### src/rtl/bcd_serial_adder_ctrl_if.sv
// Start/done handshake and operand/result bundle for the serial BCD adder.
// The master requests an operation; the slave returns the result.
interface bcd_serial_adder_ctrl_if #(
    parameter int N_DIGITS = 4
);
    logic                  start;
    logic [4*N_DIGITS-1:0] x;
    logic [4*N_DIGITS-1:0] y;
    logic                  op;
    logic                  busy;
    logic                  done;
    logic [4*N_DIGITS-1:0] z;
    logic                  c_out;
    logic                  err;

    modport master (
        output start, x, y, op,
        input  busy, done, z, c_out, err
    );

    modport slave (
        input  start, x, y, op,
        output busy, done, z, c_out, err
    );
endinterface

### src/rtl/bcd_serial_adder_ctrl.sv
// Digit-serial BCD adder: one shared digit stage, LSD first, registered carry.
// Define BCD_SUB_EN to add nines'-complement subtraction selected by op.
module bcd_serial_adder_ctrl #(
    parameter int N_DIGITS = 4,
    parameter int CNT_W    = 3
) (
    input  logic                    clk,
    input  logic                    rst_b,
    bcd_serial_adder_ctrl_if.slave  io
);
    localparam int W = 4 * N_DIGITS;

    typedef enum logic [1:0] {
        IDLE = 2'd0,
        ADD  = 2'd1,
        DONE = 2'd2
    } state_t;

    state_t           state_q, state_d;
    logic [W-1:0]     x_q, y_q, z_q;
    logic [CNT_W-1:0] cnt_q;
    logic             cy_q;
    logic             c_out_q;
    logic             err_q;
    logic             busy, done;

    logic             start_acc;
    logic             last;
    logic [3:0]       xd, yd, yd_eff, dig;
    logic [4:0]       s;
    logic             cy_nxt;
    logic             c_fin;

`ifdef BCD_SUB_EN
    logic             op_q;
`else
    logic             unused_op;
    assign unused_op = io.op;
`endif

    assign start_acc = (state_q == IDLE) && io.start;
    assign last      = (cnt_q == CNT_W'(N_DIGITS - 1));

    always_ff @(posedge clk or negedge rst_b) begin
        if (!rst_b) state_q <= IDLE;
        else        state_q <= state_d;
    end

    always_comb begin
        state_d = state_q;
        unique case (state_q)
            IDLE:    if (io.start) state_d = ADD;
            ADD:     if (last)     state_d = DONE;
            DONE:    state_d = IDLE;
            default: state_d = IDLE;
        endcase
    end

    always_comb begin
        busy = 1'b0;
        done = 1'b0;
        unique case (state_q)
            ADD:     busy = 1'b1;
            DONE:    done = 1'b1;
            default: ;
        endcase
    end

    // Single-digit stage; invalid digits still get the +6 correction
    always_comb begin
        xd = x_q[3:0];
        yd = y_q[3:0];
`ifdef BCD_SUB_EN
        yd_eff = op_q ? (4'd9 - yd) : yd;
`else
        yd_eff = yd;
`endif
        s = {1'b0, xd} + {1'b0, yd_eff} + {4'b0, cy_q};
        if (s > 5'd9) begin
            dig    = s[3:0] + 4'd6;
            cy_nxt = 1'b1;
        end else begin
            dig    = s[3:0];
            cy_nxt = 1'b0;
        end
`ifdef BCD_SUB_EN
        c_fin = op_q ? ~cy_nxt : cy_nxt;
`else
        c_fin = cy_nxt;
`endif
    end

    always_ff @(posedge clk or negedge rst_b) begin
        if (!rst_b) begin
            x_q     <= '0;
            y_q     <= '0;
            z_q     <= '0;
            cnt_q   <= '0;
            cy_q    <= 1'b0;
            c_out_q <= 1'b0;
            err_q   <= 1'b0;
        end else if (start_acc) begin
            x_q   <= io.x;
            y_q   <= io.y;
            z_q   <= '0;
            cnt_q <= '0;
            err_q <= 1'b0;
`ifdef BCD_SUB_EN
            cy_q  <= io.op;
`else
            cy_q  <= 1'b0;
`endif
        end else if (state_q == ADD) begin
            x_q   <= {4'b0, x_q[W-1:4]};
            y_q   <= {4'b0, y_q[W-1:4]};
            z_q   <= {dig, z_q[W-1:4]};
            cy_q  <= cy_nxt;
            cnt_q <= last ? '0 : cnt_q + 1'b1;
            if (xd > 4'd9 || yd > 4'd9) err_q <= 1'b1;
            if (last) c_out_q <= c_fin;
        end
    end

`ifdef BCD_SUB_EN
    always_ff @(posedge clk or negedge rst_b) begin
        if (!rst_b)         op_q <= 1'b0;
        else if (start_acc) op_q <= io.op;
    end
`endif

    assign io.busy  = busy;
    assign io.done  = done;
    assign io.z     = z_q;
    assign io.c_out = c_out_q;
    assign io.err   = err_q;
endmodule

### src/flat_wrapper.sv
// flat-port wrapper written by rule: the top's interface ports become plain ports
module bcd_serial_adder_ctrl_flat 
#(
    parameter int N_DIGITS = 4,
    parameter int CNT_W    = 3
)
  (clk, rst_b, io_start, io_x, io_y, io_op, io_busy, io_done, io_z, io_c_out, io_err);
  bcd_serial_adder_ctrl_if #(.N_DIGITS(N_DIGITS)) io_i ();
  input  logic clk;
  input  logic rst_b;
  input wire logic [$bits(io_i.start)-1:0] io_start;
  input wire logic [$bits(io_i.x)-1:0] io_x;
  input wire logic [$bits(io_i.y)-1:0] io_y;
  input wire logic [$bits(io_i.op)-1:0] io_op;
  output wire logic [$bits(io_i.busy)-1:0] io_busy;
  output wire logic [$bits(io_i.done)-1:0] io_done;
  output wire logic [$bits(io_i.z)-1:0] io_z;
  output wire logic [$bits(io_i.c_out)-1:0] io_c_out;
  output wire logic [$bits(io_i.err)-1:0] io_err;
  assign io_i.start = io_start;
  assign io_i.x = io_x;
  assign io_i.y = io_y;
  assign io_i.op = io_op;
  assign io_busy = io_i.busy;
  assign io_done = io_i.done;
  assign io_z = io_i.z;
  assign io_c_out = io_i.c_out;
  assign io_err = io_i.err;
  bcd_serial_adder_ctrl #(.N_DIGITS(N_DIGITS), .CNT_W(CNT_W)) u_core (.clk(clk), .rst_b(rst_b), .io(io_i));
endmodule
### config.mk
export PLATFORM = sky130hd
export DESIGN_NAME = bcd_serial_adder_ctrl_flat
export DESIGN_NICKNAME = d
export VERILOG_FILES = /design/src/rtl/bcd_serial_adder_ctrl_if.sv /design/src/rtl/bcd_serial_adder_ctrl.sv /design/src/flat_wrapper.sv
export SDC_FILE = /design/constraint.sdc
export NUM_CORES = 1
export LEC_CHECK = 0
export CAP_MARGIN = 20
export CORE_UTILIZATION = 45
export DETAILED_ROUTE_END_ITERATION = 7
export HOLD_SLACK_MARGIN = 0.1
export PLACE_DENSITY = 0.84
export SLEW_MARGIN = 40
export SYNTH_ARGS = -nofsm -noshare
export SYNTH_HDL_FRONTEND = slang
export SYNTH_SLANG_ARGS = --single-unit
### constraint.sdc
create_clock -name clk -period 2.8 [get_ports clk]
set_clock_uncertainty 0.2 [all_clocks]
set_input_delay 0.56 -clock clk [delete_from_list [all_inputs] [get_ports clk]]
set_output_delay 0.56 -clock clk [all_outputs]
set_load 0.005 [all_outputs]
; ---- Word-level counts from Yosys, hierarchy flattened
; Index checks and enable logic that the tools add are counted.
[totals]
reg_bits = 56
inputBits = 36
[op_classes]
bitwise = 1
n_mux = 21
add_sub_neg = 4
n_reduce_logical = 8
magnitude_cmp = 3
n_eq_ne = 5
[op_table]
columns = operator, count
row1 = two-way mux 16 bit, 6
row2 = two-way mux 3 bit, 3
row3 = > comparator 4 bit (second input constant), 2
row4 = two-way mux 1 bit, 8
row5 = adder 4 x 4 -> 5 bit, 1
row6 = adder 5 x 1 -> 5 bit, 1
row7 = > comparator 5 x 4 -> 1 bit (second input constant), 1
row8 = adder 4 x 3 -> 4 bit (second input constant), 1
row9 = two-way mux 2 bit, 2
row10 = two-way mux 4 bit, 1
row11 = one-hot mux 2 bit (2 select lines), 1
row12 = AND reduction 2 bit, 2
row13 = nonzero test 2 bit, 2
row14 = adder 3 x 1 -> 3 bit (second input constant), 1
row15 = equality test 3 x 2 -> 1 bit (second input constant), 1
row16 = AND reduction 3 bit, 1
row17 = equality test 2 x 1 -> 1 bit (second input constant), 1
row18 = equality test 2 bit (second input constant), 1
row19 = zero test 2 bit, 1
row20 = inequality test 2 x 1 -> 1 bit (second input constant), 1
row21 = inequality test 2 bit (second input constant), 1
row22 = logical AND 1 bit, 1
row23 = logical OR 1 bit, 1
row24 = NOT 1 bit, 1

; ---- Depth between registers and ports, before layout
; Gate-level depths: netlist of run 1.
[logic_depth]
ltp_word = 6
depth_mapped = 8
depth_no_buf = 8

; ---- Worst setup path before layout of run 1
; OpenSTA, ideal clock, no wires.
[synth_path]
path_type = register to register
from = reg u_core.cy_q
to = reg u_core.z_q[13], in the netlist u_core.io.z[13]
setup_slack_ns = 0.178
required_ns = 2.468
setup_time_ns = 0.132
arrival_time_ns = 2.290
stages_incl_launch_ff = 9
path_cell_list = dfrtp_1 -> fa_1 -> fa_1 -> xnor2_1 -> ha_1 -> nor2b_1 -> a31o_1 -> a222oi_1 -> nand3_1
[synth_via]
elab_chain_len = 5
word_cells_on_any_way = 6
classes_between = 2 x add/sub / 1 x order compare / 3 x mux
[synth_lines]
columns = element, line_no
row1 = from (decl), bcd_serial_adder_ctrl.sv:22  ; logic cy_q;
row2 = from (signal assigned), bcd_serial_adder_ctrl.sv:117  ; cy_q <= cy_nxt;
row3 = adder 5 x 1 -> 5 bit *, bcd_serial_adder_ctrl.sv:78  ; s = {1'b0, xd} + {1'b0, yd_eff} + {4'b0, cy_q};
row4 = adder 4 x 3 -> 4 bit / > comparator 5 x 4 -> 1 bit (equally long branches), "bcd_serial_adder_ctrl.sv:80, bcd_serial_adder_ctrl.sv:79"
row5 = two-way mux 4 bit *, bcd_serial_adder_ctrl.sv:79  ; if (s > 5'd9) begin
row6 = two-way mux 16 bit *, bcd_serial_adder_ctrl.sv:113  ; end else if (state_q == ADD) begin
row7 = two-way mux 16 bit *, bcd_serial_adder_ctrl.sv:102  ; end else if (start_acc) begin
row8 = to (signal assigned), bcd_serial_adder_ctrl.sv:116  ; z_q <= {dig, z_q[W-1:4]};
row9 = to (decl), bcd_serial_adder_ctrl.sv:20  ; logic [W-1:0] x_q, y_q, z_q;
; Mark *: on every way between the ends. The rest lies on a longest branch, timed or not. The select of a mux whose other input is x is not followed.
; A chain may end at the register's enable or synchronous reset.

; ---- Worst setup path in the final report of run 1
[layout_path]
from = reg u_core.x_q[0]
to = reg u_core.z_q[13], in the netlist u_core.io.z[13]
[layout_via]
elab_chain_len = 6
word_cells_on_any_way = 7
classes_between = 3 x add/sub / 1 x order compare / 3 x mux
[layout_lines]
columns = element, line_no
row1 = from (decl), bcd_serial_adder_ctrl.sv:20
row2 = from (signal assigned), bcd_serial_adder_ctrl.sv:103  ; x_q <= io.x;
row3 = from (signal assigned), bcd_serial_adder_ctrl.sv:114  ; x_q <= {4'b0, x_q[W-1:4]};
row4 = adder 4 x 4 -> 5 bit *, bcd_serial_adder_ctrl.sv:78
row5 = adder 5 x 1 -> 5 bit *, bcd_serial_adder_ctrl.sv:78
row6 = adder 4 x 3 -> 4 bit / > comparator 5 x 4 -> 1 bit (equally long branches), "bcd_serial_adder_ctrl.sv:80, bcd_serial_adder_ctrl.sv:79"
row7 = two-way mux 4 bit *, bcd_serial_adder_ctrl.sv:79
row8 = two-way mux 16 bit *, bcd_serial_adder_ctrl.sv:113
row9 = two-way mux 16 bit *, bcd_serial_adder_ctrl.sv:102
; Marked as above.

==> results of run 1 <==
-- registers in the layout, indices dropped and copies added, names as in the netlist --
register         count
u_core.cnt_q         3
u_core.cy_q          1
u_core.io.c_out      1
u_core.io.err        1
u_core.io.z         16
u_core.state_q       2
u_core.x_q          16
u_core.y_q          16
-- metrics by stage --
stage	utilization, %	power [mW]	hold slack [ns]	TNS (ns)
3_5_place_dp	58.76	3.775	0.2662	-0.002947
3_3_place_gp	58.76	3.624	0.2604	0
5_1_grt	61.78	4.943	0.3134	-0.004398
4_1_cts	60.78	4.321	0.1164	0
6_report	61.78	4.617	0.2872	0
2_1_floorplan	-	3.008	0.06441	0
-- final cells by class --
cell class	count	area, µm²
inverter	4	15.01
clock buffer	5	68.82
timing repair buffer	69	653.1
sequential	56	1401
multi-input combinational	169	1147
clock inverter	3	26.28
tap	72	90.09
fill	463	2105
-- cell families (layout without fill, tap and decap cells) --
| kind of cell | Yosys count | in the layout | synth area share (%) |
|---|---|---|---|
| AOI/OAI and AO/OA | 116 | 116 | 29.73 |
| DFF | 56 | 56 | 54.24 |
| and+or+nand+nor | 45 | 45 | 8.523 |
| buffers and inverters | 20 | 81 | 3.196 |
| adders and majority gates | 7 | 7 | 3.971 |
| xor gates and xnor gates | 1 | 1 | 0.3390 |
-- metal layers --
metal / part of all wire (%) / GRT usage (%) / vias up / routed length, µm
met1: 42 / 29.99 / 1114 / 2832
met2: 50 / 36.28 / 101 / 3312
met4: 2.2 / 9.811 / 0 / 148
li1: - / - / 1052 / -
met3: 5.6 / 4.471 / 14 / 370
met5: 0 / 0 / - / 0
-- synthesized netlist by cell type (4+ instances only) --
cell type / n / area [µm²]
o22ai_1: 32 / 200.2
a22oi_1: 10 / 75.07
nand2b_1: 4 / 25.02
clkbuf_1: 13 / 48.80
o21ai_0: 9 / 45.04
a22o_1: 16 / 140.1
nand2_1: 18 / 67.56
nand3_1: 4 / 20.02
nor2b_1: 7 / 43.79
o21ai_1: 10 / 50.05
nor2_1: 7 / 26.28
a21oi_1: 23 / 115.1
dfrtp_1: 56 / 1401
ha_1: 5 / 62.56
-- path summary, 6_finish.rpt --
path                                 start               to  slack [ns]  cells after the start
max                          u_core.x_q[0]  u_core.io.z[13]        0.09                      8
min                        u_core.cnt_q[2]  u_core.cnt_q[2]        0.29                      1
max reg2reg                  u_core.x_q[0]  u_core.io.z[13]        0.09                      8
min reg2reg                u_core.cnt_q[2]  u_core.cnt_q[2]        0.29                      1
max in group asynchronous            rst_b    u_core.x_q[4]        1.33                      3
min in group asynchronous            rst_b   u_core.io.z[3]        0.52                      2
-- power groups by stage --
stage	clock network, mW	registers, mW	logic (mW)
after floorplan	0	1.39	1.62
after global placement	0	1.44	2.19
after detailed placement	0	1.46	2.32
after CTS	0.472	1.44	2.40
after global routing	0.509	1.49	2.95
final	0.459	1.45	2.71
-- timing repair --
item                                    4_1_cts  5_1_grt
pin swaps                                     0        4
endpoints found under the setup margin        2        5
buffers inserted                              0        2
hold buffers                                  0        1
endpoints found under the hold margin         0       31
resized for setup                             3        7
==> impl_metrics.json, run 1 <==
{
  "drt-initial-drc-count": 223,
  "power_frac_seq_pct": 31.4,
  "cts_root_buf": "clkbuf_8",
  "yosys_register_bits": 56,
  "hold_class": "reg -> reg",
  "hpwl_um": 4468,
  "ir_drop_uv": 702.0,
  "final_common_cell": "dfrtp_1",
  "critPathMaxFanout": 3,
  "finalSetupViolCount": 0,
  "routed_via_density": 6.034,
  "async_reset_ff_share_pct": 100.0,
  "gr-total-overflow": 0,
  "synthesis.nets": 288,
  "grt_pass1_vias": 2148,
  "synth_enable_flop_cells": 0,
  "critPathArrivalTime_ns": 2.71,
  "stdcell_count": 378,
  "cts_tree": "yes",
  "portBuffers": 54,
  "fp.dieH_um": 77.78,
  "placed_cells": 367,
  "clock_path_buffers": 2,
  "path_class": "reg -> reg",
  "place_area_um2": 3236,
  "dieArea_um2": 6049,
  "dr.pass1.iters": 5,
  "p_int_mw": 2.646,
  "p_clk_share_pct": 9.9,
  "drt_wl_total_um": 6665,
  "avgSynthCellArea_um2": 10.55,
  "clk_pin_slew_ns": 0.10,
  "cts_buffers": 5,
  "num_vias": 2281,
  "finalHoldViolCount": 0,
  "io-pin-count": 56,
  "synth-seq-area-share_pct": 54.24,
  "path_common_cell": "fa_2",
  "wl_per_cell_um": 17.63,
  "syn_inst": 245,
  "outcome": "finished, final reports clean",
  "clkLatencyLatePin_ns": 0.32,
  "path_cells": "fa_2 > fa_2 > inv_2 > ha_4 > nor2b_4 > a31o_1 > a222oi_1 > nand3_1",
  "finalMaxSlewViolations": 0,
  "worst_path_max_delay_cell": "fa_2",
  "synth_ff_type": "dfrtp_1",
  "initial_core_util_pct": 46.92,
  "core_um2": 5507,
  "max_freq_ghz": 0.3689,
  "power.share.switching_pct": 42.70,
  "grt_max_degree": 34,
  "worstPathRequired_ns": 2.80,
  "drc": 0,
  "antenna_found_initial": 0,
  "design_area_um2": 3402,
  "cellPowerDensity_nw_per_um2": 1357,
  "cap_violations": 0,
  "place_ws_ns": -0.002947,
  "gp_congestion": 0.8246,
  "worst_slack_ns": 0.08919,
  "rows": 27,
  "slew_headroom_pct": 61.56,
  "n_antenna_cell": 0,
  "fin_crit_sh_pct": 96.81,
  "start_kind": "flop",
  "clock-sinks": 56,
  "worst-path-buf-inv": 1,
  "leakagePower_nw": 1.432,
  "drive_gt1_share_pct": 12.42,
  "area_growth_pct": 31.67,
  "pwr-share-comb_pct": 58.6,
  "die_width_um": 77.78,
  "yosysWarnings": 0,
  "worst_pin_slew_ns": 0.5728,
  "final_cell_mix": "dfrtp_1 (56), clkdlybuf4s50_1 (53), o22ai_1 (32)",
  "netSwitchingPower_mw": 1.972,
  "grt_pass1_wl_um": 10580,
  "critPathCaptureType": "flop",
  "grt_usage_pct": 22.71,
  "htree_levels": 2,
  "ant_nets": 0,
  "ys_types": 38,
  "fin_crit_ns": 2.711,
  "syn_area_um2": 2584,
  "nNetsFinal": 348,
  "critPathMaxStageDelay_ns": 0.60,
  "crit_family": "adder cells"
}
(Power assumes the default switching activity.)
==> run 2, diff against run 1 <==
--- a/config.mk
+++ b/config.mk
@@ -9,7 +9,7 @@
 export CORE_UTILIZATION = 45
 export DETAILED_ROUTE_END_ITERATION = 7
 export HOLD_SLACK_MARGIN = 0.1
-export PLACE_DENSITY = 0.84
+export PLACE_DENSITY = 0.85
 export SLEW_MARGIN = 40
 export SYNTH_ARGS = -nofsm -noshare
 export SYNTH_HDL_FRONTEND = slang
==> run 2 against run 1 <==
Fmax is 0.39% lower. Hold slack better by 0.013 ns. Register-to-register slack hardly changed.
==> impl_metrics.json, run 2 (synthesis results as in run 1) <==
{
  "fin_crit_ns": 2.721,
  "cellPowerDensity_nw_per_um2": 1369,
  "grt_pass1_wl_um": 10560,
  "drt-initial-drc-count": 151,
  "critPathMaxFanout": 4,
  "start_kind": "flop",
  "wl_per_cell_um": 17.19,
  "grt_max_degree": 37,
  "slew_headroom_pct": 61.20,
  "area_growth_pct": 33.56,
  "fin_util_pct": 62.67,
  "grt_pass1_vias": 2194,
  "worst-path-buf-inv": 2,
  "worstPathRequired_ns": 2.80,
  "num_vias": 2271,
  "cts_tree": "yes",
  "outcome": "finished, final reports clean",
  "worst_path_max_delay_cell": "fa_2",
  "antenna_found_initial": 0,
  "drc": 0,
  "ant_nets": 0,
  "place_area_um2": 3241,
  "drt_wl_total_um": 6515,
  "finalMaxSlewViolations": 0,
  "critPathArrivalTime_ns": 2.72,
  "die_width_um": 77.78,
  "dieArea_um2": 6049,
  "max_freq_ghz": 0.3675,
  "nNetsFinal": 349,
  "fin_crit_sh_pct": 97.19,
  "cap_violations": 0,
  "finalSetupViolCount": 0,
  "path_common_cell": "fa_2",
  "gp_congestion": 0.8381,
  "rsz0062_at_grt": "false",
  "clkLatencyLatePin_ns": 0.31,
  "fillers": 425,
  "initial_core_util_pct": 46.92,
  "portBuffers": 54,
  "design_area_um2": 3451,
  "hpwl_um": 4480,
  "crit_family": "adder cells",
  "leakagePower_nw": 1.453,
  "io-pin-count": 56,
  "routed_via_density": 5.992,
  "htree_levels": 2,
  "core_um2": 5507,
  "fp.dieH_um": 77.78,
  "ir_drop_uv": 792.8,
  "final_cell_mix": "dfrtp_1 (56), clkdlybuf4s50_1 (53), o22ai_1 (32)",
  "n_antenna_cell": 0,
  "critPathCaptureType": "flop",
  "dr.pass1.iters": 4,
  "critPathMaxStageDelay_ns": 0.63,
  "finalHoldViolCount": 0,
  "worst_pin_slew_ns": 0.5784,
  "clk_pin_slew_ns": 0.10,
  "clock-sinks": 56,
  "p_total_mw": 4.723,
  "final_common_cell": "dfrtp_1",
  "cts_root_buf": "clkbuf_8",
  "setup_tns_ns": 0,
  "gr-total-overflow": 0,
  "path_class": "reg -> reg",
  "rows": 27,
  "drive_gt1_share_pct": 12.38,
  "path_cells": "fa_2 > fa_2 > inv_4 > ha_4 > nor2b_4 > a31o_1 > buf_4 > a21oi_1 > o211ai_2",
  "hold_class": "reg -> reg",
  "grt_usage_pct": 22.40,
  "clock_path_buffers": 2,
  "cts_buffers": 5
}
[run 2: tightest hold or removal path, stage by stage (launching register included)]
cell     delay (ns)
dfrtp_1        0.36
nand2_1        0.05
o21ai_0        0.06
[run 2: power breakdown]
part	internal, mW	switching, mW	total [mW]
combinational	1.34	1.35	2.69
clock	0.316	0.259	0.575
sequential	1.16	0.297	1.46
total	2.82	1.90	4.72
[run 2: worst paths after layout]
| check | slack, ns | start | cells after the start | end |
|---|---|---|---|---|
| worst min-delay path | 0.30 | u_core.y_q[11] | 2 | u_core.y_q[11] |
| worst max-delay path | 0.08 | u_core.x_q[0] | 9 | u_core.io.z[15] |
| worst max register to register | 0.08 | u_core.x_q[0] | 9 | u_core.io.z[15] |
| max in group asynchronous | 1.32 | rst_b | 3 | u_core.x_q[4] |
| worst min register to register | 0.30 | u_core.y_q[11] | 2 | u_core.y_q[11] |
| min in group asynchronous | 0.54 | rst_b | 2 | u_core.io.z[5] |
[run 2: layout make-up]
class	instances	area, µm²	area share (%)
timing repair buffer	70	673.1	19.51
clock buffer	7	96.34	2.792
clock inverter	1	30.03	0.8702
inverter	4	17.52	0.5076
multi-input combinational	169	1142	33.10
sequential	56	1401	40.61
tap	72	90.09	2.611
[run 2: layer usage]
| layer | GRT usage (%) | up-vias | share of wire [%] |
|---|---|---|---|
| li1 | - | 1053 | - |
| met1 | 28.99 | 1107 | 43 |
| met2 | 37.70 | 104 | 50 |
| met3 | 4.471 | 7 | 5.8 |
| met4 | 6.981 | 0 | 1.3 |
| met5 | 0 | - | 0 |
[run 2: timing repair]
action,in CTS,in global routing
gates resized for setup,2,8
hold buffers,0,1
setup endpoints to repair,2,3
pin swaps,0,4
hold endpoints to repair,0,34
setup buffers,0,4
[run 2: stage by stage]
stage / hold slack [ns] / worst slack [ns] / instances
2_1_floorplan: 0.06441 / 0.1782 / 245
3_3_place_gp: 0.2589 / 0.07936 / 366
3_5_place_dp: 0.2736 / 0.002903 / 366
4_1_cts: 0.1392 / 0.06337 / 374
5_1_grt: 0.3263 / 0.004161 / 379
6_report: 0.3003 / 0.07863 / 379
